<file path="config.mk">
export PLATFORM = sky130hd
export DESIGN_NAME = mac_array_stream
export DESIGN_NICKNAME = d
export VERILOG_FILES = /design/src/rtl/mac_array_stream.sv
export SDC_FILE = /design/constraint.sdc
export NUM_CORES = 1
export LEC_CHECK = 0
export ABC_AREA = 1
export CAP_MARGIN = 10
export CORE_ASPECT_RATIO = 0.9
export CORE_MARGIN = 2
export CORE_UTILIZATION = 49
export DETAILED_ROUTE_END_ITERATION = 10
export DONT_BUFFER_PORTS = 1
export GPL_TIMING_DRIVEN = 1
export HOLD_SLACK_MARGIN = 0.06
export PLACE_DENSITY = 0.72
export SLEW_MARGIN = 25
export SYNTH_ARGS = -nofsm -noshare
export SYNTH_HDL_FRONTEND = slang
export SYNTH_SLANG_ARGS = --single-unit
</file>
<file path="constraint.sdc">
create_clock -name clk -period 5.5 [get_ports clk]
set_input_delay 1.1 -clock clk [delete_from_list [all_inputs] [get_ports clk]]
set_output_delay 1.1 -clock clk [all_outputs]
set_load 0.01 [all_outputs]
</file>
<file path="src/rtl/mac_array_stream.sv">
// Weight-stationary NxN multiply-accumulate engine computing y = x*Wt.
// Weight and data bytes load serially over a valid/ready port. The N results
// stream out over a valid/ready port that honours backpressure.
module mac_array_stream #(
    parameter int unsigned W      = 8,
    parameter int unsigned N      = 2,
    parameter int unsigned ACC_W  = 20,
    parameter bit          SIGNED = 1'b0,
    parameter bit          SAT    = 1'b0,
    parameter int unsigned DBG_A  = $clog2(N*N)
) (
    input  logic             clk,
    input  logic             rst,
    input  logic             in_valid_i,
    output logic             in_ready_o,
    input  logic             in_mode_i,
    input  logic             in_rst_addr_i,
    input  logic [W-1:0]     in_data_i,
    output logic             out_valid_o,
    input  logic             out_ready_i,
    output logic [W-1:0]     out_data_o,
    output logic             out_last_o,
    output logic             busy_o,
    input  logic [DBG_A-1:0] dbg_addr_i,
    output logic [W-1:0]     dbg_data_o
);

    localparam int unsigned NN = N * N;
    localparam int unsigned XA = $clog2(N);
    localparam int unsigned KW = $clog2(2 * N);

    typedef enum logic [1:0] {IDLE, COMPUTE, STREAM} state_t;

    state_t           state;
    logic [W-1:0]     wt  [NN];
    logic [W-1:0]     xv  [N];
    logic [ACC_W-1:0] acc [N];
    logic [DBG_A-1:0] widx;
    logic [XA-1:0]    xidx;
    logic [XA-1:0]    ocnt;
    logic [KW-1:0]    kcnt;

    logic             accept;
    logic [DBG_A-1:0] w_at;
    logic [XA-1:0]    x_at;
    logic [DBG_A-1:0] w_next;

    // Widen an operand to accumulator width, sign-extending in signed mode.
    function automatic logic [ACC_W-1:0] ext(input logic [W-1:0] v);
        if (SIGNED) return {{(ACC_W-W){v[W-1]}}, v};
        else        return {{(ACC_W-W){1'b0}}, v};
    endfunction

    // Reduce an accumulator to W bits, by truncation or by clamping.
    function automatic logic [W-1:0] fmt(input logic [ACC_W-1:0] a);
        logic [W-1:0] r;
        r = a[W-1:0];
        if (SAT) begin
            if (SIGNED) begin
                if (!((&a[ACC_W-1:W-1]) || !(|a[ACC_W-1:W-1])))
                    r = a[ACC_W-1] ? {1'b1, {(W-1){1'b0}}} : {1'b0, {(W-1){1'b1}}};
            end else if (|a[ACC_W-1:W]) begin
                r = '1;
            end
        end
        return r;
    endfunction

    // Resolve the store index of an incoming byte. An address restart forces it to 0.
    assign accept = in_valid_i & in_ready_o;
    assign w_at   = in_rst_addr_i ? '0 : widx;
    assign x_at   = in_rst_addr_i ? '0 : xidx;
    assign w_next = (w_at == DBG_A'(NN - 1)) ? '0 : w_at + DBG_A'(1);

    // Combinational debug read of the weight store
    assign dbg_data_o = (int'(dbg_addr_i) < int'(NN)) ? wt[dbg_addr_i] : '0;

    // Control FSM, operand storage, skewed accumulation and the result stream
    always_ff @(posedge clk) begin
        if (rst) begin
            state       <= IDLE;
            in_ready_o  <= 1'b1;
            out_valid_o <= 1'b0;
            out_data_o  <= '0;
            out_last_o  <= 1'b0;
            busy_o      <= 1'b0;
            widx        <= '0;
            xidx        <= '0;
            ocnt        <= '0;
            kcnt        <= '0;
            for (int i = 0; i < int'(NN); i++) wt[i] <= '0;
            for (int i = 0; i < int'(N); i++) begin
                xv[i]  <= '0;
                acc[i] <= '0;
            end
        end else begin
            case (state)
                IDLE: begin
                    if (accept) begin
                        if (in_mode_i) begin
                            wt[w_at] <= in_data_i;
                            widx     <= w_next;
                            xidx     <= '0;
                        end else begin
                            xv[x_at] <= in_data_i;
                            if (x_at == XA'(N - 1)) begin
                                xidx       <= '0;
                                state      <= COMPUTE;
                                in_ready_o <= 1'b0;
                                busy_o     <= 1'b1;
                                kcnt       <= '0;
                                for (int c = 0; c < int'(N); c++) acc[c] <= '0;
                            end else begin
                                xidx <= x_at + XA'(1);
                            end
                        end
                    end else if (in_rst_addr_i) begin
                        widx <= '0;
                        xidx <= '0;
                    end
                end
                COMPUTE: begin
                    // Row k takes its x element on cycle k. The extra cycles drain the array skew.
                    if (kcnt < KW'(N)) begin
                        for (int c = 0; c < int'(N); c++)
                            acc[c] <= acc[c] + ext(xv[XA'(kcnt)])
                                     * ext(wt[DBG_A'(int'(kcnt) * int'(N) + c)]);
                    end
                    if (kcnt == KW'(2 * N - 2)) begin
                        state       <= STREAM;
                        out_valid_o <= 1'b1;
                        out_data_o  <= fmt(acc[0]);
                        out_last_o  <= 1'b0;
                        ocnt        <= '0;
                    end else begin
                        kcnt <= kcnt + KW'(1);
                    end
                end
                STREAM: begin
                    if (out_ready_i) begin
                        if (ocnt == XA'(N - 1)) begin
                            state       <= IDLE;
                            out_valid_o <= 1'b0;
                            out_last_o  <= 1'b0;
                            in_ready_o  <= 1'b1;
                            busy_o      <= 1'b0;
                        end else begin
                            ocnt       <= ocnt + XA'(1);
                            out_data_o <= fmt(acc[ocnt + XA'(1)]);
                            out_last_o <= ((ocnt + XA'(1)) == XA'(N - 1));
                        end
                    end
                end
                default: state <= IDLE;
            endcase
        end
    end

endmodule

</file>
==> reports/qor.csv <==
metric,value,unit
status,"complete, no violations",
largest net degree at the start of global routing,22,
power per standard cell area,277,nW/µm²
Setup Viol. Count Final,0,
Worst R2R Path Depth,23,
Max Root-Sink Buffers,2,
Overall Global Routing Usage,24.2,%
R2R Path Start,kcnt[0],
min-delay src,ocnt,
area of the core,12700,µm²
number of remaining DRC errors,0,
Placed Cells,987,
CP arrival,5.35,ns
drt wl/cell,15.2,µm
initial core utilization,50.1,%
WP data required,5.60,ns
Inserted Diodes,0,
Cells after Synth,821,
initial antenna violation count,0,
Layout Area Growth over Synthesis,8.35,%
row cnt,39,
maximum VDD drop,0.240,mV
post-route setup TNS,0,ns
Num CTS Buffers,9,
CP Capture Type,flip-flop,
"top cells by area, synth","edfxtp_1 30%, nand2_1 13%, ha_1 10%, fa_1 9.5%, inv_1 8.4%",
critical path startpoint,kcnt[0],
vias per inst,5.19,
WP buf/inv,4,
Fin. Hold Viols,0,
final instance area,6890,µm²
CTS tree,done,
clock skew,0.00968,ns
Die Area,13900,µm²
Tcrit/Tclk final,95.4,%
Levels on crit path,23,
YS warnings,0,
Worst R2R Setup Slack,0.25,ns
# Max-Cap Violations,0,
Relative slew margins,43.6,%
H-tree depth,3,
worst-path maximum fanout,10,
min cycle time layout,5.25,ns
via count of the first global-routing pass,5258,
max-slew violations,0,
cell taking the most area after synthesis,edfxtp_1,
"Avg Cell Area, Syn",7.74,µm²
area occupied by multi-input gates,3390,µm²
Die Y,112,µm
hpwl dp,12000,µm
DRC violation total after the first TritonRoute iteration,419,
IO buf count,0,
"Seq/Total Area, Yosys",36.9,%
synthesized area,6350,µm²
Worst-Margin Slew,0.844,ns
crit path launch type,flip-flop,
"flops & latches, synth",85,
DR vias,5207,
clk sink count,85,
Congestion Overflow GR,0,
fmax,191,MHz
final cell count without fillers,1003,
Clock Latency Late Sink,0.36,ns
share of cells above drive strength 1,5.36,%
Worst path max stage delay,0.56,ns
Worst path slowest cell,fa_1,
worst min path class,reg2reg,
end of the worst register-to-register path,acc[1][7],
drt pass-1 iters,4,
crit path capture,acc[1][7],
first-pass GRT wire length,25700,µm
placement-stage cell area,6590,µm²
hold_ws,0.460,ns
crit path cell chain,inv_4 -> nand2_1 -> nand2_1 -> nand2_1 -> fa_1 -> inv_1 -> ha_1 -> inv_1 -> fa_1 -> inv_1 -> ha_1 -> ha_1 -> fa_1 -> fa_1 -> ha_4 -> a21oi_1 -> o21ai_0 -> nor2_1 -> nand3_1 -> nand2_1 -> nand3_1 -> a21oi_1 -> nor2_1,
CTS Root Cell,clkbuf_16,
Die X,124,µm
Crit Path Category,reg2reg,
Worst path top cell family by delay,adder cells,
Setup WS pre-CTS,0.0253,ns
antenna-violating nets left,0,
syn nets,920,
Yosys top cell area share,30.2,%
Reg area,2350,µm²
Fillers,1229,
worst setup margin,0.251,ns
final WL,15300,µm
clock-pin slew on the worst setup and hold paths,0.07,ns
Unique masters post-synth,30,
I/O pins,36,
Routability Congestion,0.916,
Lkg Pwr,3.37,nW
post-layout net count,933,
-- kinds of logic (layout without fill, tap and decap cells) --
family | count (synthesis) | after routing | synth area share (%)
compound gates | 91 | 91 | 7.64
xor+xnor | 6 | 6 | 0.827
flops | 85 | 85 | 36.9
fa+ha+maj | 83 | 83 | 19.9
buf+inv | 162 | 180 | 10.1
simple gates | 394 | 394 | 24.7
-- metrics by stage --
step | util, % | power (W)
2_1_floorplan | - | 0.00120
3_3_place_gp | 51.9 | 0.00133
3_5_place_dp | 51.9 | 0.00135
4_1_cts | 54.1 | 0.00190
5_1_grt | 54.3 | 0.00205
6_report | 54.3 | 0.00191
-- timing repair --
action                                  4_1_cts  5_1_grt
hold buffers                                  0        0
setup buffers                                 0        0
resized for setup                             0        9
endpoints found under the setup margin        0        2
-- placed cells by master, fill, tap and decap left out, types with 2 or more instances in the layout --
master	instances
or2_2	2
o22ai_1	6
ha_1	52
buf_4	15
nor2_1	121
xor2_1	4
dfxtp_1	19
nand3_1	28
inv_4	2
a21oi_1	27
xnor2_1	2
a31oi_1	8
clkbuf_16	9
fa_1	30
inv_1	143
nand2_2	6
nor3_1	2
o21ai_2	2
nand3b_1	5
o21ai_0	45
edfxtp_1	64
nand2_1	226
clkinvlp_4	3
clkinv_1	7
-- Yosys cell counts, drive strengths merged --
cell,n
a31oi,8
nand3,29
a21oi,27
a211oi,1
nor2,121
edfxtp,64
nand3b,5
o22ai,6
buf,6
nand2,232
clkbuf,7
a21o,1
xor2,4
clkinv,5
fa,30
dfxtp,21
or2,2
ha,53
inv,144
o21ai,48
nand2b,1
nor3b,1
xnor2,2
nor3,3
-- final cells by class --
cell class,count,share of cell area [%]
inverter,149,8.20
sequential,85,34.1
timing repair buffer,15,1.64
clock inverter,7,0.618
clock buffer,9,3.27
tap,164,2.98
multi-input combinational,574,49.2
-- registers in the layout, indices dropped and copies added (netlist names), 2 cells and up, named ones only --
register	flops
out_data_o	8
wt	32
kcnt	2
state	2
widx	2
acc	16
xv	16
-- worst reg2reg max path: stages, from the launching register on --
cell	delay, ns
dfxtp_4	0.38
inv_4	0.09
nand2_1	0.06
nand2_1	0.13
nand2_1	0.10
fa_1	0.54
inv_1	0.04
ha_1	0.26
inv_1	0.05
fa_1	0.53
inv_1	0.04
ha_1	0.29
ha_1	0.32
fa_1	0.56
fa_1	0.45
ha_4	0.24
a21oi_1	0.11
o21ai_0	0.09
nor2_1	0.15
nand3_1	0.09
nand2_1	0.09
nand3_1	0.09
a21oi_1	0.20
nor2_1	0.07
-- how the worst min path moves through the flow --
stage	slack (ns)	endpoint	depth (start not counted)
final	0.46	ocnt	2
after global routing	0.49	widx[0]	2
after CTS	0.46	ocnt	2
after detailed placement	0.46	ocnt	2
after global placement	0.45	ocnt	2
after floorplan	0.44	ocnt	2
-- power breakdown --
part	internal, W	total [W]	switching (W)
clock network	0.000302	0.000562	0.000260
logic	0.000221	0.000597	0.000375
registers	0.000724	0.000748	0.0000243
total	0.00125	0.00191	0.000660
-- per-layer routing --
layer	vias to the layer above	share of wire, %	track usage, %
li1	2613	-	-
met1	2399	45	33.2
met2	174	47	39.4
met3	21	6.9	4.93
met4	0	1.7	6.29
met5	-	0	0
(Power assumes the default switching activity.)
